--- src/rtl/button_pkg.sv ---
// ----------------------------------------------------------------------------
// button_pkg : shared state type and default timing for the button path
// Rev 1.0
// ----------------------------------------------------------------------------
`default_nettype none

package button_pkg;

   typedef enum logic [1:0] {
      WAIT_REL = 2'd0,
      IDLE     = 2'd1,
      PRESS    = 2'd2,
      HOLD     = 2'd3
   } btn_state_t;

   localparam int DEF_LONG_CYCLES   = 25_000_000;
   localparam int DEF_REPEAT_CYCLES = 5_000_000;

endpackage : button_pkg

`default_nettype wire

--- src/rtl/button_event_fsm.sv ---
// ----------------------------------------------------------------------------
// button_event_fsm : turns a debounced button level into one-cycle events
// Rev 1.0
// ----------------------------------------------------------------------------
`default_nettype none

module button_event_fsm
   import button_pkg::*;
#(
   parameter int LONG_CYCLES   = DEF_LONG_CYCLES,
   parameter int REPEAT_CYCLES = DEF_REPEAT_CYCLES,
   parameter bit REPEAT_EN     = 1'b1
) (
   input  logic clk,
   input  logic rst,
   input  logic btn_level,
   output logic press_pulse,
   output logic release_pulse,
   output logic click_pulse,
   output logic long_pulse,
   output logic repeat_pulse,
   output logic held
);

   localparam int CNT_W = $clog2((LONG_CYCLES > REPEAT_CYCLES) ? LONG_CYCLES : REPEAT_CYCLES);
   localparam logic [CNT_W-1:0] c_LONG_LAST   = CNT_W'(LONG_CYCLES - 1);
   localparam logic [CNT_W-1:0] c_REPEAT_LAST = CNT_W'(REPEAT_CYCLES - 1);

   btn_state_t       state_q, state_d;
   logic [CNT_W-1:0] cnt_q, cnt_d;
   logic             press_q, press_d;
   logic             release_q, release_d;
   logic             click_q, click_d;
   logic             long_q, long_d;
   logic             repeat_q, repeat_d;
   logic             held_q, held_d;

   always_comb begin
      state_d   = state_q;
      cnt_d     = cnt_q;
      press_d   = 1'b0;
      release_d = 1'b0;
      click_d   = 1'b0;
      long_d    = 1'b0;
      repeat_d  = 1'b0;
      case (state_q)
         WAIT_REL: begin
            if (!btn_level) begin
               state_d = IDLE;
            end
         end
         IDLE: begin
            if (btn_level) begin
               state_d = PRESS;
               cnt_d   = '0;
               press_d = 1'b1;
            end
         end
         PRESS: begin
            // Release wins over the long threshold on the same edge.
            if (!btn_level) begin
               state_d   = IDLE;
               cnt_d     = '0;
               release_d = 1'b1;
               click_d   = 1'b1;
            end else if (cnt_q == c_LONG_LAST) begin
               state_d = HOLD;
               cnt_d   = '0;
               long_d  = 1'b1;
            end else begin
               cnt_d = cnt_q + 1'b1;
            end
         end
         HOLD: begin
            if (!btn_level) begin
               state_d   = IDLE;
               cnt_d     = '0;
               release_d = 1'b1;
            end else if (REPEAT_EN) begin
               if (cnt_q == c_REPEAT_LAST) begin
                  cnt_d    = '0;
                  repeat_d = 1'b1;
               end else begin
                  cnt_d = cnt_q + 1'b1;
               end
            end else begin
               cnt_d = '0;
            end
         end
         default: begin
            state_d = WAIT_REL;
            cnt_d   = '0;
         end
      endcase
      held_d = (state_d == HOLD);
   end

   always_ff @(posedge clk or posedge rst) begin
      if (rst) begin
         state_q   <= WAIT_REL;
         cnt_q     <= '0;
         press_q   <= 1'b0;
         release_q <= 1'b0;
         click_q   <= 1'b0;
         long_q    <= 1'b0;
         repeat_q  <= 1'b0;
         held_q    <= 1'b0;
      end else begin
         state_q   <= state_d;
         cnt_q     <= cnt_d;
         press_q   <= press_d;
         release_q <= release_d;
         click_q   <= click_d;
         long_q    <= long_d;
         repeat_q  <= repeat_d;
         held_q    <= held_d;
      end
   end

   assign press_pulse   = press_q;
   assign release_pulse = release_q;
   assign click_pulse   = click_q;
   assign long_pulse    = long_q;
   assign repeat_pulse  = repeat_q;
   assign held          = held_q;

endmodule : button_event_fsm

`default_nettype wire
--- config.mk ---
export PLATFORM = sky130hd
export DESIGN_NAME = button_event_fsm
export DESIGN_NICKNAME = d
export VERILOG_FILES = /design/src/rtl/button_pkg.sv /design/src/rtl/button_event_fsm.sv
export SDC_FILE = /design/constraint.sdc
export NUM_CORES = 1
export LEC_CHECK = 0
export CAP_MARGIN = 20
export CORE_UTILIZATION = 38
export CTS_BUF_LIST = sky130_fd_sc_hd__clkbuf_2
export CTS_CLUSTER_DIAMETER = 100
export DETAILED_ROUTE_END_ITERATION = 10
export MAX_ROUTING_LAYER = met4
export PLACE_DENSITY = 0.52
export SLEW_MARGIN = 30
export SYNTH_ARGS = -nofsm -noshare
export SYNTH_HDL_FRONTEND = slang
export SYNTH_SLANG_ARGS = --single-unit
--- constraint.sdc ---
create_clock -name clk -period 5.99 [get_ports clk]
set_input_delay 1.797 -clock clk [delete_from_list [all_inputs] [get_ports clk]]
set_output_delay 1.797 -clock clk [all_outputs]
set_load 0.02 [all_outputs]
# Yosys cells after proc, flatten, opt, wreduce, memory -nomap -nowiden
# Cells that the tools add are included.
[word_totals]
in_bits = 3
elab_cells = 43
output_inout_bits = 6
regBits = 33
[op_classes]
reduce_logical = 5
eq_ne = 7
n_mux = 22
addsub = 1
[ops]
columns = ["operator", "n"]
rows = [
  ["25-bit two-way mux", 5],
  ["25-bit one-hot mux with 3 select lines", 1],
  ["25-bit by 1-bit adder with 25-bit output, second input constant", 1],
  ["25-bit by 23-bit equality test with 1-bit output, second input constant", 1],
  ["25-bit equality test, second input constant", 1],
  ["1-bit two-way mux", 11],
  ["2-bit two-way mux", 4],
  ["2-bit equality test, second input constant", 3],
  ["2-bit one-hot mux with 3 select lines", 1],
  ["2-bit OR reduction", 2],
  ["3-bit nonzero test", 1],
  ["2-bit by 1-bit equality test with 1-bit output, second input constant", 1],
  ["2-bit logical NOT", 1],
  ["2-bit inequality test, second input constant", 1],
  ["2-bit AND reduction", 1],
]

# Longest topological paths before layout
[depth]
ltp_word = 5
mapped_depth = 8
ltp_nobuf = 7

# Least setup slack after synthesis
# Ideal clock, no wire load.
[synth_path]
kind = "input -> register"
startpoint = "input port btn_level"
endpoint = "register cnt_q[15]"
arrival_time_ps = 3201
path_buffers = 0
cell_stages = 5
required_ps = 5913
setup_ps = 77
setup_slack_ps = 2712
path_cell_list = "nor2b_1 nor4_2 nand3_1 or4_1 a21oi_1"
[synth_between]
elab_chain_cells = 2
word_cells_on_any_way = 5
classes_between = "1 x eq/ne; 3 x mux; 1 x reduce/logical"
[synth_rtl]
columns = ["item", "line", "source"]
rows = [
  ["start: declaration", "button_event_fsm.sv:16", "input logic btn_level,"],
  ["25-bit two-way mux (tied with other cells)", "button_event_fsm.sv:75", "if (!btn_level) begin"],
  ["25-bit one-hot mux with 3 select lines or 2-bit AND reduction (tied branches)", "n/a", ""],
  ["end signal: assignment", "button_event_fsm.sv:110", "cnt_q <= cnt_d;"],
  ["end: declaration", "button_event_fsm.sv:30", "logic [CNT_W-1:0] cnt_q, cnt_d;"],
]
# Several ways; a longest one is shown, not always the timed one.
# A chain may end at the register's enable or synchronous reset.

# Final worst setup path
# Ends and elaborated chain as after synthesis.

==> run_results.csv <==
group,metric,value,unit
logic_synthesis,synth.area.mux_share,0.553,%
outcome,violations,"design-rule violations",
finish,final_nets,218,
sta,relSlewSlack,54.9,%
logic_synthesis,synth_edf_count,0,
place,routabilityCongestion,0.841,
global_routing,gr-total-overflow,0,
logic_synthesis,yosysSeqAreaShare,45.6,%
place,numPortBuffers,8,
sta,max_freq,0.250,GHz
clocking,holdBufCountCts,0,
finish,regArea,826,um^2
routing,drt_pass1_iterations,9,
critical_path,required,6.31,ns
routing,drt_iter0_markers,136,
clocking,clkSinkCount,33,
sta,fin_setup_tns,0,ns
floorplanning,core-area,0.00447,mm^2
clocking,cts-resized-gates,0,
logic_synthesis,yosys.area.top_type,"dfrtp_1",
finish,diodes,0,
logic_synthesis,synthFlopType,"dfrtp_1",
sta,finalWorstSetupSlack,1.99,ns
logic_synthesis,synth.area.top_cells,"dfrtp_1, nand2_1, o21ai_0",
global_routing,grt_pass1_wl,7.07,mm
finish,drive_above_1_share,8.02,%
logic_synthesis,syn_nets,205,
finish,final_common_cell,"dfrtp_1",
critical_path,startpoint_type,"primary input",
logic_synthesis,synthDistinctLibCells,43,
power_and_ir_drop,leakagePower,0.815,nW
sta,hold_viol,0,
floorplanning,rows,24,
floorplanning,ios,9,
sta,tightest_slew,0.674,ns
clocking,cts_tree,"yes",
clocking,cts_buffer_depth,2,
logic_synthesis,synth_top_family_by_area,"simple AND/OR/NAND/NOR gates",
critical_path,slowest_stage,"clkdlybuf4s50_1",
clocking,cts-root-buf,"clkbuf_2",
global_routing,grt_pass1_vias,1525,
place,hpwlAfterDp,2.75,mm
critical_path,cp_max_fo,12,
floorplanning,die_area,0.00504,mm^2
critical_path,startpoint,"btn_level",
sta,rsz0062_at_grt,"false",
routing,routed_wl,3.97,mm
sta,finalCritPeriodShare,66.7,%
sta,setup_viol,0,
place,dp_slack,1.62,ns
finish,fillCellCount,442,
flow_run,drv_cap,0,
routing,drc,3,
clocking,cts_buffers,5,
floorplanning,start_util,40.4,%
logic_synthesis,avgSynthCellArea,9.14,um^2
critical_path,endpoint_kind,"flop",
logic_synthesis,synth_xor_area_share,4.84,%
sta,min_period,4.00,ns
outcome,status,"finished with violations",
critical_path,worstPathCellList,"clkdlybuf4s50_1 > nor2b_1 > nor4_2 > nand3_1 > or4_1 > a21oi_1",
floorplanning,chipWidth,71,um
floorplanning,die_y,71,um
critical_path,cp.arrival,4.32,ns
global_routing,grt_antenna_before_repair,0,
routing,postRouteAntennaNets,0,
routing,viasPerCell,5.72,
place,dpl_cell_area,0.00195,mm^2
routing,vias,1509,
worst_hold_path,hold_path_class,"reg -> reg",
logic_synthesis,syn_area,0.00181,mm^2
critical_path,critical-path-top-delay-family,"simple AND/OR/NAND/NOR gates",
logic_synthesis,synth-simple-area-share,28.8,%
critical_path,worst-path-buf-inv,1,
critical_path,max_stage_delay,0.70,ns
clocking,post_cts.repair.setup_buffers,0,
clocking,insertion_delay,0.38,ns
logic_synthesis,synth_compound_area_share,14.5,%
worst_hold_path,min-delay-start,"cnt_q[1]",
power_and_ir_drop,finalPower,0.608,mW
critical_path,criticalPathCategory,"in -> reg",
finish,mostFrequentLayoutCells,"dfrtp_1, nand2_1, nor2_1",
power_and_ir_drop,powerDensity,302,mW/mm^2
finish,syn_to_final_growth,11.1,%
critical_path,r2r-start,"cnt_q[7]",
routing,routedWlPerCell,15.1,um
logic_synthesis,ys_warn_count,0,
logic_synthesis,synth_seq_cells,33,
global_routing,grt_max_degree,34,
finish,multi_input_area,931,um^2
finish,final_cell_area,0.00201,mm^2
logic_synthesis,synth_top_area_share,45.6,%
clocking,h-tree-depth,2,
power_and_ir_drop,ir_drop,0.0924,mV
sta,drv_slew,0,
sta,clock_skew,0.0267,ns
logic_synthesis,synth_fa_ha_area_share,2.77,%
clocking,path_clk_slew,0.18,ns
logic_synthesis,postSynth.asyncResetShare,100,%
global_routing,track_usage,18.6,%
logic_synthesis,syn_inst,198,
## flip-flops by register name, indices dropped and copies added, names as in the netlist
register       cells
long_pulse         1
click_pulse        1
cnt_q             25
press_pulse        1
state_q            2
repeat_pulse       1
held               1
release_pulse      1
## where the power goes
| part | switching (mW) | internal (mW) | leakage [nW] | total, mW |
|---|---|---|---|---|
| Clock | 0.0771 | 0.0713 | 0.0406 | 0.148 |
| Sequential | 0.0198 | 0.239 | 0.457 | 0.259 |
| Combinational | 0.138 | 0.0622 | 0.317 | 0.200 |
| Total | 0.235 | 0.373 | 0.815 | 0.608 |
## final cells by class
| class | instances | area share [%] |
|---|---|---|
| Multi-Input combinational cell | 153 | 46.3 |
| Sequential cell | 33 | 41.1 |
| Timing Repair Buffer | 10 | 4.73 |
| Tap cell | 52 | 3.24 |
| Clock inverter | 2 | 1.68 |
| Clock buffer | 6 | 1.49 |
| Inverter | 8 | 1.49 |
## path summary, 6_finish.rpt
| check | to | slack [ns] | cells after the start |
|---|---|---|---|
| min | cnt_q[1] | 0.56 | 2 |
| min in group asynchronous | cnt_q[23] | 1.79 | 3 |
| max in group asynchronous | cnt_q[11] | 3.87 | 3 |
| max | cnt_q[15] | 1.99 | 6 |
| max reg2reg | cnt_q[7] | 3.13 | 5 |
| min reg2reg | cnt_q[1] | 0.56 | 2 |
## synth_stat cells (5+ instances only)
master,n
nor2_1,18
dfrtp_1,33
a21oi_1,11
inv_1,8
xor2_1,7
o21ai_0,16
nand2_1,23
nand4_1,7
nor2b_1,5
o211ai_1,5
nand3_1,13
or3_1,5
## through the flow
stage	utilization (%)	cells	hold WS (ns)
2_1_floorplan	-	198	0.486
3_3_place_gp	43.5	256	0.520
3_5_place_dp	43.5	256	0.523
4_1_cts	44.9	264	0.561
5_1_grt	44.9	264	0.605
6_report	44.9	264	0.563
## worst reg2reg max path: cells and delay by family (launching register included)
family | cells | cell delay (ns)
AO/OA/AOI/OAI | 1 | 0.51
flip-flops | 1 | 0.46
AND/OR/NAND/NOR | 4 | 1.76
## routing by layer
layer / track usage (%) / part of all wire, % / vias up
met2: 30.0 / 48 / 37
met1: 22.5 / 47 / 728
met5: - / 0 / -
met3: 5.27 / 4.2 / 4
met4: 6.00 / 0.75 / 0
li1: - / - / 740
## cell families after synthesis
| kind of cell | Yosys count |
|---|---|
| flops | 33 |
| simple gates | 97 |
| fa+ha+maj | 4 |
| mux | 1 |
| compound gates | 41 |
| buf+inv | 12 |
| xor+xnor | 10 |
No activity file was read; power rests on OpenSTA's default activity.
